## config.mk

```make
export PLATFORM = sky130hd
export DESIGN_NAME = rf_write_arbiter
export DESIGN_NICKNAME = d
export VERILOG_FILES = /design/src/rtl/rf_pkg.sv /design/src/rtl/rf_write_arbiter_wb_fifo.sv /design/src/rtl/rf_write_arbiter.sv
export SDC_FILE = /design/constraint.sdc
export NUM_CORES = 1
export LEC_CHECK = 0
export BUFFER_PORTS_ARGS = -buffer_cell sky130_fd_sc_hd__buf_2
export CAP_MARGIN = 20
export CELL_PAD_IN_SITES_DETAIL_PLACEMENT = 1
export CELL_PAD_IN_SITES_GLOBAL_PLACEMENT = 2
export CORE_ASPECT_RATIO = 0.75
export CORE_MARGIN = 1
export CORE_UTILIZATION = 29
export DETAILED_ROUTE_END_ITERATION = 7
export PLACE_DENSITY = 0.73
export SLEW_MARGIN = 20
export SYNTH_ARGS = -nofsm -noshare
export SYNTH_HDL_FRONTEND = slang
export SYNTH_SLANG_ARGS = --single-unit
export TNS_END_PERCENT = 10
```

## constraint.sdc

```tcl
create_clock -name clk -period 1.69 [get_ports clk]
set_input_delay 0.0845 -clock clk [delete_from_list [all_inputs] [get_ports clk]]
set_output_delay 0.0845 -clock clk [all_outputs]
set_load 0.01 [all_outputs]
```

## src/rtl/rf_pkg.sv

```systemverilog
// Shared register-file write-side types and constants used by the write arbiter
// and its per-source write queues.
package rf_pkg;

    localparam int REG_W    = 5;
    localparam int DATA_W   = 32;
    localparam int NUM_REGS = 32;

    localparam logic [REG_W-1:0]  REG_ZERO = 5'd0;
    localparam logic [DATA_W-1:0] SP_RESET = 32'h100;

    typedef struct packed {
        logic [REG_W-1:0]  wa;
        logic [DATA_W-1:0] wd;
    } wb_req_t;

    // Which source drives the regfile write port in a given cycle.
    typedef enum logic [1:0] {
        GNT_NONE = 2'd0,
        GNT_PIPE = 2'd1,
        GNT_MDU  = 2'd2,
        GNT_MEM  = 2'd3
    } grant_e;

    function automatic logic [NUM_REGS-1:0] reg_onehot(input logic [REG_W-1:0] wa);
        logic [NUM_REGS-1:0] v;
        v     = '0;
        v[wa] = 1'b1;
        return v;
    endfunction

endpackage

```

## src/rtl/rf_write_arbiter_wb_fifo.sv

```systemverilog
// Small circular buffer of pending register writes; exposes per-entry valid bits
// and destination registers so the owner can build a pending-write mask.
module wb_fifo
    import rf_pkg::*;
#(
    parameter int DEPTH = 2
) (
    input  logic                         clk,
    input  logic                         rst,
    input  logic                         i_push,
    input  wb_req_t                      i_push_data,
    input  logic                         i_pop,
    output wb_req_t                      o_pop_data,
    output logic                         o_full,
    output logic                         o_empty,
    output logic [DEPTH-1:0]             o_valid,
    output logic [DEPTH-1:0][REG_W-1:0]  o_entry_wa
);

    localparam int PTR_W = (DEPTH > 1) ? $clog2(DEPTH) : 1;

    wb_req_t [DEPTH-1:0] r_mem;
    logic    [DEPTH-1:0] r_valid;
    logic    [PTR_W-1:0] r_wr_ptr;
    logic    [PTR_W-1:0] r_rd_ptr;

    // Occupancy is carried by the valid bits; pointers wrap naturally (DEPTH is a power of 2).
    always_ff @(posedge clk) begin
        if (rst) begin
            r_mem    <= '0;
            r_valid  <= '0;
            r_wr_ptr <= '0;
            r_rd_ptr <= '0;
        end else begin
            if (i_pop && !o_empty) begin
                r_valid[r_rd_ptr] <= 1'b0;
                r_rd_ptr          <= r_rd_ptr + 1'b1;
            end
            if (i_push && !o_full) begin
                r_mem[r_wr_ptr]   <= i_push_data;
                r_valid[r_wr_ptr] <= 1'b1;
                r_wr_ptr          <= r_wr_ptr + 1'b1;
            end
        end
    end

    assign o_full     = &r_valid;
    assign o_empty    = ~|r_valid;
    assign o_pop_data = r_mem[r_rd_ptr];
    assign o_valid    = r_valid;

    always_comb begin
        o_entry_wa = '0;
        for (int i = 0; i < DEPTH; i++) begin
            o_entry_wa[i] = r_mem[i].wa;
        end
    end

endmodule

```

## src/rtl/rf_write_arbiter.sv

```systemverilog
// Single write port initiator for the 3R/1W register file: pipeline writeback has
// priority, MDU and load returns are queued and served round-robin with starvation relief.
module rf_write_arbiter
    import rf_pkg::*;
#(
    parameter int DEPTH      = 2,
    parameter int STARVE_MAX = 4
) (
    input  logic                clk,
    input  logic                rst,
    input  logic                pipe_we,
    input  logic [REG_W-1:0]    pipe_wa,
    input  logic [DATA_W-1:0]   pipe_wd,
    output logic                pipe_stall,
    input  logic                mdu_valid,
    output logic                mdu_ready,
    input  logic [REG_W-1:0]    mdu_wa,
    input  logic [DATA_W-1:0]   mdu_wd,
    input  logic                mem_valid,
    output logic                mem_ready,
    input  logic [REG_W-1:0]    mem_wa,
    input  logic [DATA_W-1:0]   mem_wd,
    output logic                rf_we,
    output logic [REG_W-1:0]    rf_wa,
    output logic [DATA_W-1:0]   rf_wd,
    output logic [NUM_REGS-1:0] pend_mask
);

    localparam int CNT_W = $clog2(STARVE_MAX + 1);
    localparam logic [CNT_W-1:0] STARVE_LIM = CNT_W'(STARVE_MAX);

    logic                         r_rf_we;
    logic [REG_W-1:0]             r_rf_wa;
    logic [DATA_W-1:0]            r_rf_wd;
    logic [CNT_W-1:0]             r_starve;
    logic                         r_last_mem;

    logic                         w_mdu_push, w_mem_push;
    logic                         w_mdu_pop, w_mem_pop;
    logic                         w_mdu_full, w_mem_full;
    logic                         w_mdu_empty, w_mem_empty;
    wb_req_t                      w_mdu_head, w_mem_head;
    logic [DEPTH-1:0]             w_mdu_valid, w_mem_valid;
    logic [DEPTH-1:0][REG_W-1:0]  w_mdu_wa, w_mem_wa;
    logic                         w_any_q;
    logic                         w_stall;
    grant_e                       w_rr;
    grant_e                       w_grant;
    logic [NUM_REGS-1:0]          w_pend;

    assign mdu_ready  = !rst && !w_mdu_full;
    assign mem_ready  = !rst && !w_mem_full;
    // Writes to r0 complete the handshake but are never stored.
    assign w_mdu_push = mdu_valid && mdu_ready && (mdu_wa != REG_ZERO);
    assign w_mem_push = mem_valid && mem_ready && (mem_wa != REG_ZERO);

    wb_fifo #(.DEPTH(DEPTH)) u_mdu_q (
        .clk        (clk),
        .rst        (rst),
        .i_push     (w_mdu_push),
        .i_push_data('{wa: mdu_wa, wd: mdu_wd}),
        .i_pop      (w_mdu_pop),
        .o_pop_data (w_mdu_head),
        .o_full     (w_mdu_full),
        .o_empty    (w_mdu_empty),
        .o_valid    (w_mdu_valid),
        .o_entry_wa (w_mdu_wa)
    );

    wb_fifo #(.DEPTH(DEPTH)) u_mem_q (
        .clk        (clk),
        .rst        (rst),
        .i_push     (w_mem_push),
        .i_push_data('{wa: mem_wa, wd: mem_wd}),
        .i_pop      (w_mem_pop),
        .o_pop_data (w_mem_head),
        .o_full     (w_mem_full),
        .o_empty    (w_mem_empty),
        .o_valid    (w_mem_valid),
        .o_entry_wa (w_mem_wa)
    );

    assign w_any_q = !w_mdu_empty || !w_mem_empty;
    assign w_stall = (r_starve == STARVE_LIM) && w_any_q;

    // On a tie the queue that was not granted last wins.
    always_comb begin
        w_rr = GNT_NONE;
        if (!w_mdu_empty && !w_mem_empty) begin
            w_rr = r_last_mem ? GNT_MDU : GNT_MEM;
        end else if (!w_mdu_empty) begin
            w_rr = GNT_MDU;
        end else if (!w_mem_empty) begin
            w_rr = GNT_MEM;
        end
    end

    // A pipeline write to r0 still owns its cycle, so no queue is served then.
    always_comb begin
        w_grant = GNT_NONE;
        if (w_stall) begin
            w_grant = w_rr;
        end else if (pipe_we && (pipe_wa != REG_ZERO)) begin
            w_grant = GNT_PIPE;
        end else if (pipe_we) begin
            w_grant = GNT_NONE;
        end else begin
            w_grant = w_rr;
        end
    end

    assign w_mdu_pop = (w_grant == GNT_MDU);
    assign w_mem_pop = (w_grant == GNT_MEM);

    always_ff @(posedge clk) begin
        if (rst) begin
            r_rf_we    <= 1'b0;
            r_rf_wa    <= '0;
            r_rf_wd    <= '0;
            r_starve   <= '0;
            r_last_mem <= 1'b1;
        end else begin
            case (w_grant)
                GNT_PIPE: begin
                    r_rf_we <= 1'b1;
                    r_rf_wa <= pipe_wa;
                    r_rf_wd <= pipe_wd;
                end
                GNT_MDU: begin
                    r_rf_we    <= 1'b1;
                    r_rf_wa    <= w_mdu_head.wa;
                    r_rf_wd    <= w_mdu_head.wd;
                    r_last_mem <= 1'b0;
                end
                GNT_MEM: begin
                    r_rf_we    <= 1'b1;
                    r_rf_wa    <= w_mem_head.wa;
                    r_rf_wd    <= w_mem_head.wd;
                    r_last_mem <= 1'b1;
                end
                default: begin
                    r_rf_we <= 1'b0;
                end
            endcase

            if (w_mdu_pop || w_mem_pop || !w_any_q) begin
                r_starve <= '0;
            end else if ((w_grant == GNT_PIPE) && (r_starve != STARVE_LIM)) begin
                r_starve <= r_starve + 1'b1;
            end
        end
    end

    // A popped entry drops out of the mask on the same edge rf_we starts presenting it.
    always_comb begin
        w_pend = '0;
        for (int i = 0; i < DEPTH; i++) begin
            if (w_mdu_valid[i]) w_pend = w_pend | reg_onehot(w_mdu_wa[i]);
            if (w_mem_valid[i]) w_pend = w_pend | reg_onehot(w_mem_wa[i]);
        end
        w_pend[0] = 1'b0;
    end

    assign pend_mask  = w_pend;
    assign pipe_stall = w_stall;
    assign rf_we      = r_rf_we;
    assign rf_wa      = r_rf_wa;
    assign rf_wd      = r_rf_wd;

endmodule

```

==> qor.yml <==
timing:
  period_needed_ps: 1910
  tns_ps: -9220
  whs_ps: 20.1
  finalSetupViolations: 127
  timing.final.hold_violations: 0
  clock_skew_ps: 6.19
  tightest_slew_ps: 899
  rsz0062_at_grt: "true"
  setup_ws_ps: -224
  fin_crit_sh_pct: 113
  max-slew-margin-rel_pct: 39.5
  maxSlewViolCount: 0
  max_freq_ghz: 0.522
status:
  violations: "negative setup slack"
  status: "finished with violations"
clocking:
  clock-sinks: 198
  htree_num_levels: 4
  cts.clk_slew.worst_paths_ps: 70
  worstSkewPairLatency_ps: 460
  clk_path_buf_depth: 2
  cts_made_buffers: 17
  cts_tree: "done"
  clockRootBuffer: "clkbuf_16"
layout:
  synthToLayoutAreaGrowth_pct: 44.1
  final_area_um2: 14500
  fill_cells: 3994
  num-nets-final: 1656
  drive_above_1_share_pct: 36.6
  final_cells: 2004
  fin_util_pct: 42.8
floorplan:
  std_cell_rows: 58
  die_w_um: 217
  initial_core_util_pct: 29.7
  fp.dieH_um: 163
  ios: 189
  dieArea_um2: 35400
  core_area_um2: 33800
yosys:
  muxShareOfSynthArea_pct: 8.13
  async_reset_ff_share_pct: 0
  synth.distinct_cells: 60
  synth_top_family_by_area: "compound AO/OA/AOI/OAI gates"
  syn-num-nets: 1363
  synth_edf_count: 0
  synth_simple_gate_area_share_pct: 20.5
  yosysSeqAreaShare_pct: 39.4
  syn_inst: 1245
  synth_compound_area_share_pct: 24.8
  ys_dominant_reg_cell: "dfxtp_1"
  synthesis.area_um2: 10100
  synth.avg_cell_area_um2: 8.07
  yosysWarnings: 0
  ys_ff_latch: 198
  synthAdderAreaFrac_pct: 0.249
  synth_xor_area_share_pct: 0.174
setup_path:
  rr_startpoint: "u_mem_q.o_valid[1]$_SDFF_PP0_"
  crit_chain: "buf_6, or3b_4, buf_12, o221ai_2, buf_2"
  r2r_cells: 6
  path_max_fanout: 5
  cpMaxStageDelayCell: "or3b_4"
  r2r-end: "rf_wa[1]$_SDFFE_PP0P_"
  worst_setup_path_start_kind: "register"
  cp_data_arrival_time_ps: 1830
  path_class: "reg2out"
  cp-end-kind: "output pin"
  crit_required_ps: 1610
  slowest_delay_ps: 410
  r2r_slack_ps: -150
global_route:
  antenna_found_initial: 4
  track_usage_pct: 23.5
  grt_pass1_vias: 10528
  grt-ovfl-total: 0
  grt_max_degree: 96
  grt_pass1_wl_mm: 63.3
placed_design:
  port_buffers: 187
  post-place-ws_ps: -295
  gp_congestion: 0.884
  dp.cells: 1877
  dpl.hpwl_mm: 29.7
  place_area_um2: 12100
pwr:
  worst_ir_drop_vdd_v: 0.000581
  p_total_mw: 12.2
  p_leak_nw: 5.37
  p_per_area_nw_per_um2: 840
min_path:
  whs_path_depth: 3
  min-delay-start: "pipe_wd[31]"
  min_path_type: "in2reg"
  holdPathEnd: "rf_wd[31]$_SDFFE_PP0P_"
routing:
  via_count: 10449
  drtIter0Drc: 609
  ant_nets: 0
  wl_met2_mm: 18.4
  drc: 0
  wl_per_cell_um: 21.2
  wl_met3_mm: 2.34
  dr.max_layer_used: "met5"
  wl_mm: 42.5
  viasPerCell: 5.21
  wl_met1_mm: 21.2
  dr.pass1.iters: 5
run:
  maxCapViolCount: 0
## synthesized netlist by cell type (5+ instances only)
master | number | share of area (%)
buf_4 | 6 | 0.45
o211ai_1 | 9 | 0.67
buf_6 | 15 | 1.7
nand3b_1 | 11 | 0.82
buf_2 | 26 | 1.3
and3_1 | 5 | 0.31
nor2_1 | 18 | 0.67
nand3_1 | 8 | 0.40
inv_1 | 14 | 0.52
mux2_2 | 37 | 4.1
a21oi_1 | 160 | 8.0
mux2i_1 | 40 | 4.0
nor3_1 | 50 | 2.5
a211oi_1 | 36 | 2.7
or3b_2 | 7 | 0.61
and3b_1 | 6 | 0.52
nor4_1 | 5 | 0.31
o21ai_1 | 24 | 1.2
o22ai_1 | 14 | 0.87
clkbuf_1 | 62 | 2.3
nor3b_1 | 9 | 0.67
a22oi_1 | 70 | 5.2
nand2_1 | 326 | 12
dfxtp_1 | 198 | 39
o221ai_1 | 23 | 2.0
## metal layers
layer | vias to the layer above | global-route usage, %
met3 | 34 | 5.70
met2 | 197 | 34.6
li1 | 5027 | -
met5 | - | 0
met1 | 5187 | 34.2
met4 | 4 | 5.15
## where the power goes
group	leakage [nW]	total [mW]	switching, mW	internal (mW)
logic	3.41	2.49	1.37	1.12
clock network	0.323	4.59	1.88	2.72
registers	1.63	5.09	0.190	4.90
total	5.37	12.2	3.44	8.74
## flip-flops by register name, indices dropped and copies added (netlist names)
name,cells
u_mdu_q.o_entry_wa,10
u_mem_q.r_rd_ptr,1
rf_wa,5
rf_wd,32
r_starve,3
r_last_mem,1
u_mdu_q.r_rd_ptr,1
u_mdu_q.r_wr_ptr,1
u_mem_q.r_mem,64
u_mem_q.r_wr_ptr,1
u_mem_q.o_valid,2
rf_we,1
u_mdu_q.o_valid,2
u_mem_q.o_entry_wa,10
u_mdu_q.r_mem,64
## critical path, delay by kind of cell (launching register included)
family	cells	cell delay (ps)
AND/OR/NAND/NOR	1	410
buffers and inverters	3	430
flip-flops	1	350
AO/OA/AOI/OAI	1	180
## cells by family after synthesis
kind of cell             Yosys count
adder cells (fa/ha/maj)            2
multiplexers                      77
AO/OA/AOI/OAI                    372
XOR/XNOR                           2
buffers and inverters            131
flip-flops                       198
other                              1
AND/OR/NAND/NOR                  462
## cell usage in the layout (no fill, tap or decap), types with 5 or more instances in the layout
master	instances
a211oi_1	26
a211oi_2	11
a21oi_1	126
a21oi_2	36
a22oi_1	47
a22oi_2	23
buf_12	21
buf_2	182
buf_4	81
buf_6	28
clkbuf_16	17
clkbuf_8	6
dfxtp_1	173
dfxtp_2	18
dfxtp_4	7
dlygate4sd3_1	75
inv_1	11
mux2_2	37
mux2i_1	40
nand2_1	318
nand3_1	7
nand3b_1	11
nor2_1	15
nor2_4	5
nor3_1	35
nor3_2	14
nor3b_1	5
nor4_1	5
o211ai_1	9
o21ai_1	24
o221ai_1	10
o221ai_2	10
o22ai_1	11
or3b_4	7
## timing repair
action | CTS | global route
hold buffers | 75 | 0
hold endpoints to repair | 147 | 0
pin swaps | 18 | 29
gates resized for setup | 97 | 122
buffers inserted | 10 | 7
endpoints found under the setup margin | 143 | 211
gates cloned | 2 | 0
## worst max-delay path by stage
stage / start / end / slack, ps / cells past startpoint
floorplan: u_mem_q.o_valid[1]$_SDFF_PP0_ / rf_wa[2]$_SDFFE_PP0P_ / -5 / 7
global placement: r_starve[0]$_SDFFE_PP0P_ / rf_wa[0]$_SDFFE_PP0P_ / -230 / 6
detailed placement: u_mdu_q.o_valid[0]$_SDFF_PP0_ / rf_wd[18]$_SDFFE_PP0P_ / -290 / 5
CTS: u_mem_q.o_valid[1]$_SDFF_PP0_ / pend_mask[20] / -220 / 6
global route: u_mem_q.o_valid[0]$_SDFF_PP0_ / pend_mask[19] / -250 / 5
finish: u_mem_q.o_valid[1]$_SDFF_PP0_ / pend_mask[28] / -220 / 5
## area by class of cell
class                           instances  area [µm²]  area share (%)
Multi-Input combinational cell        918        6160            42.5
Inverter                               14        56.3           0.389
Clock inverter                          7         139           0.959
Timing Repair Buffer                  389        3040            21.0
Sequential cell                       198        4010            27.7
Clock buffer                           25         515            3.56
Antenna cell                            3        7.51          0.0518
Tap cell                              450         563            3.89
No activity file was read; power rests on OpenSTA's default activity.
